--- src/rtl/lbp_pkg.sv ---
// Shared types and helpers for the LBP stream engine: FSM states, code bit
// positions of each neighbour and the edge-clamp used for replicate padding.
package lbp_pkg;

    typedef enum logic [1:0] {
        IDLE,
        LOAD,
        SHIFT,
        DONE
    } lbp_state_t;

    // Bit position of each neighbour in the code, named by compass direction
    localparam int BIT_NW = 0;
    localparam int BIT_N  = 1;
    localparam int BIT_NE = 2;
    localparam int BIT_W  = 3;
    localparam int BIT_E  = 4;
    localparam int BIT_SW = 5;
    localparam int BIT_S  = 6;
    localparam int BIT_SE = 7;

    function automatic int clamp(input int v, input int hi);
        if (v < 0) begin
            return 0;
        end
        if (v > hi) begin
            return hi;
        end
        return v;
    endfunction

endpackage

--- src/rtl/lbp_window.sv ---
// 3x3 pixel window with left-shift and indexed load, plus the eight
// neighbour-versus-centre comparators that form the LBP code.
module lbp_window
    import lbp_pkg::*;
#(
    parameter int PIX_W  = 8,
    parameter int CMP_GT = 0
) (
    input  logic             clk,
    input  logic             reset,
    input  logic             wr_en,
    input  logic             shift_en,
    input  logic [1:0]       wr_row,
    input  logic [1:0]       wr_col,
    input  logic [PIX_W-1:0] din,
    output logic [7:0]       code
);

    logic [PIX_W-1:0] win [3][3];

    // A shift and the write of the new right column share one edge
    always_ff @(posedge clk) begin
        if (reset) begin
            for (int r = 0; r < 3; r++) begin
                for (int c = 0; c < 3; c++) begin
                    win[r][c] <= '0;
                end
            end
        end else begin
            if (shift_en) begin
                for (int r = 0; r < 3; r++) begin
                    win[r][0] <= win[r][1];
                    win[r][1] <= win[r][2];
                end
            end
            if (wr_en) begin
                win[wr_row][wr_col] <= din;
            end
        end
    end

    function automatic logic sets(input logic [PIX_W-1:0] n, input logic [PIX_W-1:0] c);
        return (CMP_GT != 0) ? (n > c) : (n >= c);
    endfunction

    always_comb begin
        code         = '0;
        code[BIT_NW] = sets(win[0][0], win[1][1]);
        code[BIT_N]  = sets(win[0][1], win[1][1]);
        code[BIT_NE] = sets(win[0][2], win[1][1]);
        code[BIT_W]  = sets(win[1][0], win[1][1]);
        code[BIT_E]  = sets(win[1][2], win[1][1]);
        code[BIT_SW] = sets(win[2][0], win[1][1]);
        code[BIT_S]  = sets(win[2][1], win[1][1]);
        code[BIT_SE] = sets(win[2][2], win[1][1]);
    end

endmodule

--- src/rtl/lbp_stream_engine.sv ---
// Streaming 3x3 LBP engine: reads a grey image, writes one code per centre pixel.
// Define LBP_BORDER_EN to also emit border pixels using replicate padding.
module lbp_stream_engine
    import lbp_pkg::*;
#(
    parameter int IMG_W  = 128,
    parameter int IMG_H  = 128,
    parameter int PIX_W  = 8,
    parameter int CMP_GT = 0,
    parameter int ADDR_W = $clog2(IMG_W*IMG_H)
) (
    input  logic              clk,
    input  logic              reset,
    input  logic              gray_ready,
    output logic              gray_req,
    output logic [ADDR_W-1:0] gray_addr,
    input  logic [PIX_W-1:0]  gray_data,
    output logic              lbp_valid,
    output logic [ADDR_W-1:0] lbp_addr,
    output logic [7:0]        lbp_data,
    output logic              finish
);

    localparam int CW = $clog2(IMG_W);
    localparam int RW = $clog2(IMG_H);
`ifdef LBP_BORDER_EN
    localparam int XMIN = 0;
    localparam int XMAX = IMG_W - 1;
    localparam int YMIN = 0;
    localparam int YMAX = IMG_H - 1;
`else
    localparam int XMIN = 1;
    localparam int XMAX = IMG_W - 2;
    localparam int YMIN = 1;
    localparam int YMAX = IMG_H - 2;
`endif
    localparam logic [CW-1:0] X_FIRST = CW'(XMIN);
    localparam logic [CW-1:0] X_LAST  = CW'(XMAX);
    localparam logic [RW-1:0] Y_FIRST = RW'(YMIN);
    localparam logic [RW-1:0] Y_LAST  = RW'(YMAX);

    lbp_state_t        state, state_nxt;
    logic [CW-1:0]     cx;
    logic [RW-1:0]     cy;
    logic [3:0]        idx;
    logic [1:0]        rd_col, rd_row;
    logic              last_read, shift_en, pend;
    logic [ADDR_W-1:0] emit_addr;
    logic [7:0]        code;

    always_ff @(posedge clk) begin
        if (reset) begin
            state <= IDLE;
        end else begin
            state <= state_nxt;
        end
    end

    // The last read of a window decides whether to slide, start the next row or stop
    always_comb begin
        state_nxt = state;
        gray_req  = 1'b0;
        last_read = 1'b0;
        case (state)
            IDLE: begin
                if (gray_ready) begin
                    state_nxt = LOAD;
                end
            end
            LOAD: begin
                gray_req  = gray_ready;
                last_read = gray_ready && (idx == 4'd8);
            end
            SHIFT: begin
                gray_req  = gray_ready;
                last_read = gray_ready && (idx == 4'd2);
            end
            default: begin
            end
        endcase
        if (last_read) begin
            if (cx != X_LAST) begin
                state_nxt = SHIFT;
            end else if (cy != Y_LAST) begin
                state_nxt = LOAD;
            end else begin
                state_nxt = DONE;
            end
        end
    end

    // cx/cy are the centre of the window being assembled; SHIFT only fetches column +1
    always_comb begin
        int rx, ry;
        rd_col = (state == SHIFT) ? 2'd2 : 2'(int'(idx) / 3);
        rd_row = (state == SHIFT) ? idx[1:0] : 2'(int'(idx) % 3);
        rx     = int'(cx) + int'(rd_col) - 1;
        ry     = int'(cy) + int'(rd_row) - 1;
`ifdef LBP_BORDER_EN
        rx     = clamp(rx, IMG_W - 1);
        ry     = clamp(ry, IMG_H - 1);
`endif
        gray_addr = ADDR_W'(ry * IMG_W + rx);
    end

    assign shift_en = gray_req && (state == SHIFT) && (idx == 4'd0);

    lbp_window #(
        .PIX_W  (PIX_W),
        .CMP_GT (CMP_GT)
    ) u_window (
        .clk      (clk),
        .reset    (reset),
        .wr_en    (gray_req),
        .shift_en (shift_en),
        .wr_row   (rd_row),
        .wr_col   (rd_col),
        .din      (gray_data),
        .code     (code)
    );

    // A completed window is emitted one cycle later, overlapping the next column's reads
    always_ff @(posedge clk) begin
        if (reset) begin
            cx        <= X_FIRST;
            cy        <= Y_FIRST;
            idx       <= '0;
            pend      <= 1'b0;
            emit_addr <= '0;
            lbp_valid <= 1'b0;
            lbp_addr  <= '0;
            lbp_data  <= '0;
            finish    <= 1'b0;
        end else begin
            pend      <= last_read;
            lbp_valid <= pend;
            finish    <= (state == DONE) && !pend;
            if (pend) begin
                lbp_addr <= emit_addr;
                lbp_data <= code;
            end
            if (last_read) begin
                emit_addr <= ADDR_W'(int'(cy) * IMG_W + int'(cx));
                idx       <= '0;
                if (cx != X_LAST) begin
                    cx <= cx + 1'b1;
                end else begin
                    cx <= X_FIRST;
                    if (cy != Y_LAST) begin
                        cy <= cy + 1'b1;
                    end
                end
            end else if (gray_req) begin
                idx <= idx + 4'd1;
            end
        end
    end

endmodule
--- config.mk ---
export PLATFORM = sky130hd
export DESIGN_NAME = lbp_stream_engine
export DESIGN_NICKNAME = d
export VERILOG_FILES = /design/src/rtl/lbp_pkg.sv /design/src/rtl/lbp_window.sv /design/src/rtl/lbp_stream_engine.sv
export SDC_FILE = /design/constraint.sdc
export NUM_CORES = 1
export LEC_CHECK = 0
export CELL_PAD_IN_SITES_DETAIL_PLACEMENT = 1
export CELL_PAD_IN_SITES_GLOBAL_PLACEMENT = 1
export CORE_ASPECT_RATIO = 2
export CORE_MARGIN = 3
export CORE_UTILIZATION = 43
export CTS_CLUSTER_SIZE = 8
export DETAILED_ROUTE_END_ITERATION = 12
export GPL_TIMING_DRIVEN = 1
export PLACE_DENSITY_LB_ADDON = 0.1
export SLEW_MARGIN = 40
export SYNTH_ARGS = -nofsm -noshare
export SYNTH_HDL_FRONTEND = slang
export SYNTH_HIERARCHICAL = 1
export SYNTH_SLANG_ARGS = --single-unit
export TNS_END_PERCENT = 20
--- constraint.sdc ---
create_clock -name clk -period 5.66 [get_ports clk]
set_input_delay 0.566 -clock clk [delete_from_list [all_inputs] [get_ports clk]]
set_output_delay 0.566 -clock clk [all_outputs]
set_load 0.02 [all_outputs]
==> impl_metrics.py <==
metrics = {
    "run_status": {
        "run_status": "finished with violations",
        "violations": "negative setup slack",
    },
    "die": {
        "die_height_um": 197.3,
        "start_util_pct": 44.03,
        "die_width_um": 101.7,
        "fp.coreArea_um2": 17870,
        "die_area_um2": 20060,
        "num_rows": 69,
        "io_pins": 50,
    },
    "setup_path": {
        "critPathKind": "register to output pin",
        "crit_slowest_cell": "fa_2",
        "critPathArrivalTime_ns": 5.21,
        "critPathMaxFanout": 3,
        "cp-start-kind": "register",
        "cp.required_ns": 5.09,
        "end_kind": "output pin",
        "max_stage_delay_ns": 0.36,
    },
    "sta": {
        "rsz0062_at_grt": "yes",
        "fmax_ghz": 0.1730,
        "finClkSkew_ns": 0.008662,
        "fin_setup_tns_ns": -0.1202,
        "finalHoldViolCount": 0,
        "layout_setup_ws_ns": -0.1202,
        "post-route-period-util_pct": 102.1,
        "relSlewSlack_pct": 46.34,
        "setup_violations": 1,
        "worst_pin_slew_ns": 0.8050,
        "slew_violations": 0,
        "hold_ws_ns": 0.4900,
        "period_needed_ns": 5.780,
    },
    "detailed_routing": {
        "vias_per_cell": 5.676,
        "wl_met1_mm": 7.870,
        "remaining_drc_errors": 0,
        "drt-pass1-iter-count": 4,
        "ant_nets": 0,
        "wl_met2_mm": 13.81,
        "avgRoutedWirePerCell_um": 20.74,
        "vias": 6255,
        "drt-total-wl_mm": 22.86,
        "drt-initial-drc-count": 185,
        "wl_met3_um": 505,
        "routed.top_layer": "met4",
    },
    "hold_path": {
        "hp-class": "register to register",
    },
    "final_layout": {
        "diodes": 0,
        "drive_gt1_share_pct": 13.27,
        "final_area_um2": 9468,
        "final_common_cell": "ha_1",
        "area_growth_pct": 20.32,
        "fin_nets": 997,
        "final_cell_mix": "ha_1 (101), nor2_1 (88), edfxtp_1 (72)",
    },
    "logic_synthesis": {
        "syn_avg_cell_area_um2": 9.824,
        "yosys-top-cells-area": "edfxtp_1 (27%), ha_1 (17%), dfxtp_1 (15%), nor2_1 (4.3%), nand3_1 (3.7%)",
        "syn-instance-count": 801,
        "async_reset_ff_share_pct": 0,
        "synth_edf_count": 72,
        "ys.flop_type": "edfxtp_1",
        "synth_fp_nets": 922,
        "synth_seq_area_share_pct": 42.49,
        "synth_warnings": 6,
        "synth.top_cell.area_share_pct": 27.48,
        "yosysTopAreaCell": "edfxtp_1",
        "ys_ff_latch": 131,
        "synth_area_um2": 7869,
        "yosysUniqueCellTypes": 58,
    },
    "pwr": {
        "powerDensity_nw_per_um2": 241.1,
        "leakagePower_nw": 3.828,
        "ir_drop_mv": 0.1994,
        "p_total_w": 0.002282,
    },
    "run": {
        "maxCapViolCount": 0,
    },
    "cts": {
        "cts_tree": "built",
        "clock_latency_ns": 0.42,
        "numClockSinks": 131,
        "clockBufferDepth": 2,
        "clock-root-buffer": "clkbuf_16",
        "cts_htree_levels": 4,
        "cts-buffers-inserted": 17,
        "clk_pin_slew_ns": 0.06,
    },
    "global_routing": {
        "grt_pass1_vias": 6949,
        "grt_util_all_layers_pct": 23.94,
        "grt_overflow": 0,
        "grt_pass1_wl_mm": 36.28,
        "antenna_found_initial": 0,
        "grt_max_degree": 55,
    },
    "placement": {
        "place_area_um2": 8672,
        "gp_congestion": 0.8420,
        "place.port_buffers": 49,
        "hpwlAfterDp_mm": 16.73,
    },
}
synthesized netlist by cell type, drive strengths merged (15+ instances only):
| master | count |
|---|---|
| a21oi | 42 |
| buf | 15 |
| clkbuf | 16 |
| dfxtp | 59 |
| edfxtp | 72 |
| ha | 107 |
| inv | 64 |
| mux2i | 23 |
| nand2 | 29 |
| nand3 | 61 |
| nor2 | 91 |
| nor3 | 18 |
| o21ai | 60 |
| xnor2 | 17 |
flip-flops by register name (all words and copies together) (netlist names):
name	count
cx	7
idx	4
u_window/win	72
lbp_addr	14
cy	7
pend	1
lbp_data	8
finish	1
state	2
emit_addr	14
lbp_valid	1
worst paths after layout:
kind | startpoint | end | slack (ns) | cells after the start
hold reg to reg | emit_addr[3] | emit_addr[3] | 0.49 | 2
hold / removal | emit_addr[3] | emit_addr[3] | 0.49 | 2
setup reg to reg | idx[2] | u_window/win[2][11] | 1.95 | 14
setup / recovery | idx[2] | gray_addr[13] | -0.12 | 30
layer usage:
metal | global-route usage [%] | vias up
met5 | 0 | -
met3 | 3.959 | 37
met2 | 48.52 | 91
met4 | 9.763 | 0
met1 | 22.47 | 3114
li1 | - | 3013
cell families after synthesis:
kind of cell	Yosys count	synth area share (%)
AOI/OAI and AO/OA	154	11.99
xor gates and xnor gates	24	2.846
adders and majority gates	110	17.78
buffers and inverters	95	4.977
DFF	131	42.49
muxes	23	2.926
and+or+nand+nor	264	17.00
cell type report:
| cell class | instances | area, µm² |
|---|---|---|
| clock buffers | 19 | 442.9 |
| clock inverters | 13 | 135.1 |
| fillers | 1972 | 8403 |
| inverters | 64 | 240.2 |
| multi-input cells | 575 | 4278 |
| flip-flops and latches | 131 | 3346 |
| well taps | 213 | 266.5 |
| repair buffers | 87 | 759.5 |
critical path, delay by kind of cell (launching register included):
kind	cells	cell delay, ns
AOI/OAI and AO/OA	8	1.22
DFF	1	0.34
and+or+nand+nor	6	0.65
xor gates and xnor gates	2	0.39
buffers and inverters	8	0.73
adders and majority gates	6	1.45
through the flow:
step | cells | utilization [%] | setup WS, ns
final | 1102 | 52.98 | -0.1202
after global routing | 1102 | 52.98 | -0.3819
after CTS | 1098 | 52.73 | -0.2177
after detailed placement | 1058 | 48.53 | -0.7289
after global placement | 1058 | 48.50 | -0.4976
after floorplan | 801 | - | 0.05416
what timing repair did:
item / in CTS / in global routing
setup buffers: 8 / 4
hold endpoints to repair: 0 / 0
pin swaps: 16 / 12
setup endpoints to repair: 7 / 6
gates cloned: 0 / 0
resized for setup: 52 / 9
hold buffers: 0 / 0
power breakdown:
part / internal, W / leakage, nW / switching (W)
logic: 0.0000569 / 2.33 / 0.000102
registers: 0.00102 / 1.22 / 0.0000123
clock network: 0.000658 / 0.273 / 0.000431
total: 0.00174 / 3.83 / 0.000545
Power figures use the tool's default switching activity.
